### src/rtl/ctrl_seq_pkg.sv
// Shared types and constants for the control sequencer: state encoding,
// ALU operation codes and B-operand select codes.
package ctrl_seq_pkg;

   typedef enum logic [2:0] {
      S_IDLE  = 3'd0,
      S_CLEAR = 3'd1,
      S_LOAD  = 3'd2,
      S_TEST  = 3'd3,
      S_OP_A  = 3'd4,
      S_OP_B  = 3'd5,
      S_DONE  = 3'd6
   } state_e;

   localparam logic [1:0] ALU_PASS = 2'd0;
   localparam logic [1:0] ALU_OP1  = 2'd1;
   localparam logic [1:0] ALU_OP2  = 2'd2;
   localparam logic [1:0] ALU_FIN  = 2'd3;

   localparam int unsigned BSEL_REG  = 0;
   localparam int unsigned BSEL_DATA = 1;
   localparam int unsigned BSEL_ALU  = 2;

endpackage

### src/rtl/ctrl_seq_cnt.sv
// Iteration down-counter: parallel load, decrement, and terminal flags used
// by the sequencer to pick the next state.
module ctrl_seq_cnt #(
   parameter int ITERW = 4
) (
   input  logic             clk,
   input  logic             rst_n,
   input  logic             load,
   input  logic             dec,
   input  logic [ITERW-1:0] load_val,
   output logic [ITERW-1:0] cnt,
   output logic             is_one,
   output logic             is_zero
);

   always_ff @(posedge clk or negedge rst_n) begin
      if (!rst_n) begin
         cnt <= '0;
      end else if (load) begin
         cnt <= load_val;
      end else if (dec) begin
         cnt <= cnt - 1'b1;
      end
   end

   assign is_zero = (cnt == '0);
   assign is_one  = (cnt == ITERW'(1));

endmodule

### src/rtl/ctrl_seq.sv
// Control sequencer for the register-file / ALU datapath: clear, load,
// equality test, N compute iterations, repeat until the datapath reports eq.
//
//  state   | meaning
//  --------+----------------------------------------------------------
//  IDLE    | waiting for start; iter_cnt captured on start
//  CLEAR   | synchronous clear of every datapath register
//  LOAD    | external data written to all registers, counter reloaded
//  TEST    | eq sampled: DONE on match, else iterate or re-load
//  OP_A    | first half of a compute iteration
//  OP_B    | second half; result written to the last register
//  DONE    | finished; sticky or one-cycle depending on STICKY_DONE
module ctrl_seq
   import ctrl_seq_pkg::*;
#(
   parameter int NREG        = 3,
   parameter int SELW        = 2,
   parameter int ITERW       = 4,
   parameter bit STICKY_DONE = 1'b1
) (
   input  logic             clk,
   input  logic             resControl_n,
   input  logic             start,
   input  logic [ITERW-1:0] iter_cnt,
   input  logic             eq,
   output logic [NREG-1:0]  wen,
   output logic             wsel,
   output logic [SELW-1:0]  asel,
   output logic [SELW-1:0]  bsel,
   output logic             datasel,
   output logic [1:0]       alusel,
   output logic [NREG-1:0]  resReg,
   output logic             busy,
   output logic             done
);

   state_e           state;
   logic [ITERW-1:0] iter_q;
   logic             first_done;
   logic [ITERW-1:0] cnt;
   logic             cnt_one;
   logic             cnt_zero;

   ctrl_seq_cnt #(.ITERW(ITERW)) u_cnt (
      .clk      (clk),
      .rst_n    (resControl_n),
      .load     (state == S_LOAD),
      .dec      (state == S_OP_B),
      .load_val (iter_q),
      .cnt      (cnt),
      .is_one   (cnt_one),
      .is_zero  (cnt_zero)
   );

   always_ff @(posedge clk or negedge resControl_n) begin
      if (!resControl_n) begin
         state      <= S_IDLE;
         iter_q     <= '0;
         first_done <= 1'b0;
      end else begin
         first_done <= 1'b0;
         case (state)
            S_IDLE: begin
               if (start) begin
                  iter_q <= iter_cnt;
                  state  <= S_CLEAR;
               end
            end
            S_CLEAR: state <= S_LOAD;
            S_LOAD:  state <= S_TEST;
            S_TEST: begin
               if (eq) begin
                  state      <= S_DONE;
                  first_done <= 1'b1;
               end else if (!cnt_zero) begin
                  state <= S_OP_A;
               end else begin
                  state <= S_LOAD;
               end
            end
            S_OP_A:  state <= S_OP_B;
            S_OP_B:  state <= cnt_one ? S_LOAD : S_OP_A;
            S_DONE: begin
               if (!STICKY_DONE) state <= S_IDLE;
            end
            default: state <= S_IDLE;
         endcase
      end
   end

   // Decoded straight from the state register so an async reset clears
   // every output without waiting for a clock edge.
   always_comb begin
      wen     = '0;
      wsel    = 1'b0;
      asel    = '0;
      bsel    = '0;
      datasel = 1'b0;
      alusel  = ALU_PASS;
      resReg  = '0;
      busy    = 1'b0;
      done    = 1'b0;
      case (state)
         S_CLEAR: begin
            resReg = '1;
            busy   = 1'b1;
         end
         S_LOAD: begin
            wen     = '1;
            datasel = 1'b1;
            bsel    = SELW'(BSEL_DATA);
            busy    = 1'b1;
         end
         S_TEST: begin
            wsel = 1'b1;
            bsel = SELW'(BSEL_DATA);
            busy = 1'b1;
         end
         S_OP_A: begin
            bsel   = SELW'(BSEL_ALU);
            alusel = ALU_OP1;
            busy   = 1'b1;
         end
         S_OP_B: begin
            bsel         = SELW'(BSEL_ALU);
            alusel       = ALU_OP2;
            wen[NREG-1]  = 1'b1;
            busy         = 1'b1;
         end
         S_DONE: begin
            done   = 1'b1;
            bsel   = SELW'(BSEL_ALU);
            alusel = ALU_FIN;
            if (first_done) wen = '1;
         end
         default: ;
      endcase
   end

endmodule

### config.mk
export PLATFORM = sky130hd
export DESIGN_NAME = ctrl_seq
export DESIGN_NICKNAME = d
export VERILOG_FILES = /design/src/rtl/ctrl_seq_pkg.sv /design/src/rtl/ctrl_seq_cnt.sv /design/src/rtl/ctrl_seq.sv
export SDC_FILE = /design/constraint.sdc
export NUM_CORES = 1
export LEC_CHECK = 0
export CAP_MARGIN = 20
export CORE_MARGIN = 2
export CORE_UTILIZATION = 45
export DETAILED_ROUTE_END_ITERATION = 6
export HOLD_SLACK_MARGIN = 0.08
export PLACE_DENSITY = 0.74
export RECOVER_POWER = 25
export SETUP_SLACK_MARGIN = 0.02
export SYNTH_ARGS = -nofsm -noshare
export SYNTH_HDL_FRONTEND = slang
export SYNTH_SLANG_ARGS = --single-unit
### constraint.sdc
create_clock -name clk -period 5 [get_ports clk]
set_clock_uncertainty 0.15 [all_clocks]
set_input_delay 0.75 -clock clk [delete_from_list [all_inputs] [get_ports clk]]
set_output_delay 0.75 -clock clk [all_outputs]
set_load 0.02 [all_outputs]
==> results of run 1 <==
-- power by group --
part / switching (W) / internal (W)
sequential: 0.0000905 / 0.000146
combinational: 0.000215 / 0.000225
clock: 0.0000325 / 0.0000443
total: 0.000338 / 0.000415
-- area by class of cell --
class | count | area, µm² | share of cell area [%]
Multi-Input combinational cell | 62 | 429 | 41.7
Sequential cell | 12 | 300 | 29.2
Timing Repair Buffer | 21 | 210 | 20.4
Clock buffer | 4 | 36.3 | 3.52
Tap cell | 25 | 31.3 | 3.04
Inverter | 6 | 22.5 | 2.19
-- Yosys cell counts (2+ instances only) --
cell type  count  share of area (%)
buf_4          6                5.6
clkbuf_1       4                1.9
ha_1           3                4.6
nand2b_1       2                1.5
or3_1          2                1.5
nor3_1         6                3.7
o32ai_1        2                2.2
inv_1          6                2.8
a211oi_1       5                4.6
a22o_1         2                2.2
dfrtp_1       12                 37
o21ai_0        2                1.2
mux2_2         5                7.0
a21oi_1        6                3.7
nor2_1         5                2.3
nor2b_1        2                1.5
nand2_1        3                1.4
-- registers in the layout, summed over array words and instances, names as in the netlist --
signal      cells
state           3
u_cnt.cnt       4
iter_q          4
first_done      1
-- through the flow --
stage	worst slack (ps)	power (W)	instances
floorplan	2670	0.000529	90
finish	1890	0.000753	130
global placement	2220	0.000669	126
detailed placement	2180	0.000676	126
global route	1750	0.000817	130
CTS	1870	0.000758	130
-- worst max-delay path by stage --
stage               depth (start not counted)      to  slack (ps)
detailed placement                          4  wen[2]        2180
CTS                                         4  wen[2]        1870
global placement                            4  wen[2]        2220
finish                                      4  wen[2]        1890
global route                                4  wen[2]        1750
floorplan                                   4  wen[1]        2670
-- layer usage --
layer | GRT usage (%) | share of wire [%]
met1 | 24.1 | 45
met2 | 28.1 | 47
met3 | 6.27 | 6.3
met4 | 6.29 | 1.6
met5 | 0 | 0
-- logic make-up after synthesis --
| group | Yosys count | share of synthesized area, % |
|---|---|---|
| and+or+nand+nor | 31 | 22.6 |
| AOI/OAI and AO/OA | 21 | 18.0 |
| buffers and inverters | 16 | 10.2 |
| DFF | 12 | 37.2 |
| muxes | 5 | 6.97 |
| adders and majority gates | 3 | 4.64 |
| other | 1 | 0.464 |
-- worst max-delay path: stages, from the launching register on --
cell             delay [ps]
dfrtp_1                 600
nand2b_2                360
a21oi_1                 260
a21o_1                  120
clkdlybuf4s50_1         590
==> impl_metrics.tcl, run 1 <==
set metrics [dict create \
    status "finished clean" \
    postCtsHoldBufs 0 \
    min_from "iter_q[1]" \
    slew_violations 0 \
    path_clk_slew_ps 70 \
    die-width_um 46.4 \
    port_buffers 21 \
    final_common_cell "clkdlybuf4s50_1" \
    tightestPinTransition_ps 594 \
    die_h_um 46.4 \
    grt_pass1_wl_um 2840 \
    synth_ff_type "dfrtp_1" \
    numCtsBuffers 3 \
    ys_ff_latch 12 \
    antenna_found_initial 0 \
    ir_worst_vdd_mv 0.396 \
    fp.coreArea_mm2 0.00171 \
    areaGrowthSynthToFinish_pct 27.4 \
    synth_warnings 0 \
    first_pass_iters 4 \
    r2r_slack_ps 2940 \
    wl_per_cell_um 12.9 \
    die_area_mm2 0.00215 \
    grt_pass1_vias 656 \
    synth.distinct_cells 33 \
    initial_core_util_pct 47.3 \
    critPathCaptureType "output pin" \
    synth_area_per_cell_um2 9.08 \
    cp.arrival_ps 2210 \
    powerDensity_mw_per_mm2 731 \
    clk-insertion-delay-late_ps 270 \
    drc 0 \
    slew-limit-headroom_pct 60.4 \
    core.rowCount 15 \
    yosysSeqAreaShare_pct 37.2 \
    leakagePower_nw 0.427 \
    r2r-end "u_cnt.cnt[3]" \
    final_area_mm2 0.00103 \
    min_to "iter_q[1]" \
    whs_ps 360 \
    finalCriticalPeriod_ps 3110 \
    cts.sinks 12 \
    synthArstFlopShare_pct 100 \
    post_cts_buffers 0 \
    period_share_pct 62.2 \
    grt_max_degree 24 \
    rsz0062_at_grt "false" \
    postSynthCellCount 89 \
    cp-startpoint "state[0]" \
    synth_edf_count 0 \
    path_class "register to output pin" \
    hold_viol 0 \
    grt_usage_pct 18.4 \
    cts_tree "built" \
    wl_um 1680 \
    post-route-util_pct 60.3 \
    cts_resized 0 \
    viasPerCell 5.20 \
    fill_cells 161 \
    netlist_area_um2 808 \
    cts_root_buffer "clkbuf_4" \
    drive_gt1_share_pct 12.4 \
    placed_area_um2 993 \
    crit_path_max_fanout 23 \
    nets 117 \
    setup_viol_count_final 0 \
    cts.htree.levels 1 \
    drv_cap 0 \
    crit-reg2reg-launch "state[2]" \
    detailed_place_hpwl_um 1240 \
    antennaDiodeCount 0 \
    final_cell_mix "clkdlybuf4s50_1, dfrtp_1, inv_1, a21oi_1, nor3_1" \
    max_clock_freq_mhz 322 \
    min_path_cells 1 \
    startpoint_type "register" \
    routabilityCongestion 0.756 \
    rr_worst_depth 3 \
    grt_overflow 0 \
    drtIter0Drc 9 \
    crit_required_ps 4100 \
    tns_ps 0 \
    vias 676 \
    ios 24 \
    ant_nets 0 \
    clockBufferDepth 2 \
    min_path_type "register to register" \
]
Note: power is estimated with default switching activity, not from simulation.
==> inputs of run 2 (changes only) <==
==> constraint.sdc (replaced) <==
create_clock -name clk -period 3.2 [get_ports clk]
set_clock_uncertainty 0.15 [all_clocks]
set_input_delay 0.48 -clock clk [delete_from_list [all_inputs] [get_ports clk]]
set_output_delay 0.48 -clock clk [all_outputs]
set_load 0.02 [all_outputs]
==> run 2 against run 1 <==
  * First-iteration DRC count rose by 120%
  * Register-to-register slack got worse by 1800 ps
  * Cell count did not move
  * Largest cell class unchanged
==> impl_metrics.tcl, run 2 (same netlist as run 1, synthesis figures left out) <==
set metrics [dict create \
    drv_cap 0 \
    final_cell_mix "clkdlybuf4s50_1, dfrtp_1, inv_1, a21oi_1, nor3_1" \
    slew-limit-headroom_pct 60.7 \
    grt-busiest-layer "met2" \
    post_cts_buffers 0 \
    wl_per_cell_um 12.8 \
    die_h_um 46.4 \
    antennaDiodeCount 0 \
    hold_viol 0 \
    first_pass_iters 4 \
    fill_cells 161 \
    final_common_cell "clkdlybuf4s50_1" \
    rsz0062_at_grt "false" \
    cts.htree.levels 1 \
    status "finished clean" \
    leakagePower_nw 0.427 \
    core.rowCount 15 \
    antenna_found_initial 0 \
    wl_um 1660 \
    die-width_um 46.4 \
    crit_required_ps 2570 \
    die_area_mm2 0.00215 \
    detailed_place_hpwl_um 1250 \
    met1_usage_pct 23.7 \
    grt_max_degree 24 \
    grt_pass1_wl_um 2790 \
    max_clock_freq_mhz 355 \
    drtIter0Drc 20 \
    path_clk_slew_ps 70 \
    crit_family "flip-flops" \
    top_regs "iter_q (4), u_cnt.cnt (4), state (3)" \
    crit_path_max_fanout 23 \
    ant_nets 0 \
    ios 24 \
    timing.final.ws_setup_ps 380 \
    powerDensity_mw_per_mm2 1140 \
    min_path_type "register to register" \
    initial_core_util_pct 47.3 \
    cts_resized 0 \
    setup_viol_count_final 0 \
    postCtsHoldBufs 0 \
    grt_overflow 0 \
    clk-insertion-delay-late_ps 270 \
    clockBufferDepth 2 \
    grt.met2_usage_pct 27.5 \
    post-place-ws_ps 665 \
    path_class "register to output pin" \
    drive_gt1_share_pct 12.4 \
    finalCriticalPeriod_ps 2820 \
    port_buffers 21 \
    areaGrowthSynthToFinish_pct 27.4 \
    slew_violations 0 \
    startpoint_type "register" \
    tns_ps 0 \
    drc 0 \
    nets 117 \
    tightestPinTransition_ps 589 \
    viasPerCell 5.20 \
    period_share_pct 88.1 \
    crit_chain "nand2b_2 > a21oi_1 > a21o_1 > clkdlybuf4s50_1" \
    grt_use_met3_pct 6.27 \
    critical_path_buf_inv_count 1 \
    cts_root_buffer "clkbuf_4" \
    ir_worst_vdd_mv 0.604 \
    cp.arrival_ps 2190 \
    routabilityCongestion 0.756 \
    cts.sinks 12 \
    critPathMaxStageDelay_ps 590 \
    grt_pass1_vias 652 \
    grt_usage_pct 18.1 \
    fp.coreArea_mm2 0.00171 \
    numCtsBuffers 3 \
    vias 676 \
    cts_tree "built" \
    slowest_stage "dfrtp_1" \
    critPathCaptureType "output pin" \
]
run 2: cell counts in the layout (fill, tap and decap cells not counted):
No cell type changed its count.
run 2: cell type report:
class / instances / area, µm² / area share [%]
multi-input cells: 62 / 429 / 41.7
clock buffers: 4 / 36.3 / 3.52
inverters: 6 / 22.5 / 2.19
well taps: 25 / 31.3 / 3.04
flip-flops and latches: 12 / 300 / 29.2
repair buffers: 21 / 210 / 20.4
run 2: routing by layer:
| metal | vias to the layer above | part of all wire, % |
|---|---|---|
| li1 | 342 | - |
| met1 | 306 | 48 |
| met2 | 26 | 45 |
| met3 | 2 | 6.0 |
| met4 | 0 | 1.0 |
| met5 | - | 0 |
run 2: worst paths after layout:
check	startpoint	to	slack (ps)	depth (start not counted)
setup / recovery	state[0]	wen[2]	380	4
hold / removal	iter_q[1]	iter_q[1]	360	1
setup reg to reg	state[2]	u_cnt.cnt[3]	1140	3
hold reg to reg	iter_q[1]	iter_q[1]	360	1
max in group asynchronous	resControl_n	iter_q[1]	2080	1
min in group asynchronous	resControl_n	u_cnt.cnt[2]	470	1
run 2: report_power, final:
part           switching, W  leakage [nW]  internal (W)
logic              0.000336         0.262      0.000352
registers          0.000142         0.144      0.000228
clock network     0.0000495        0.0210     0.0000692
total              0.000527         0.427      0.000649
run 2: per-stage QoR:
step	power, W	util, %	std cells	hold slack [ps]	cell area, µm²
floorplan	0.000827	-	90	34.4	812
global placement	0.00105	58.2	126	337	993
detailed placement	0.00106	58.2	126	350	993
CTS	0.00118	60.3	130	368	1030
global route	0.00127	60.3	130	386	1030
finish	0.00118	60.3	130	365	1030
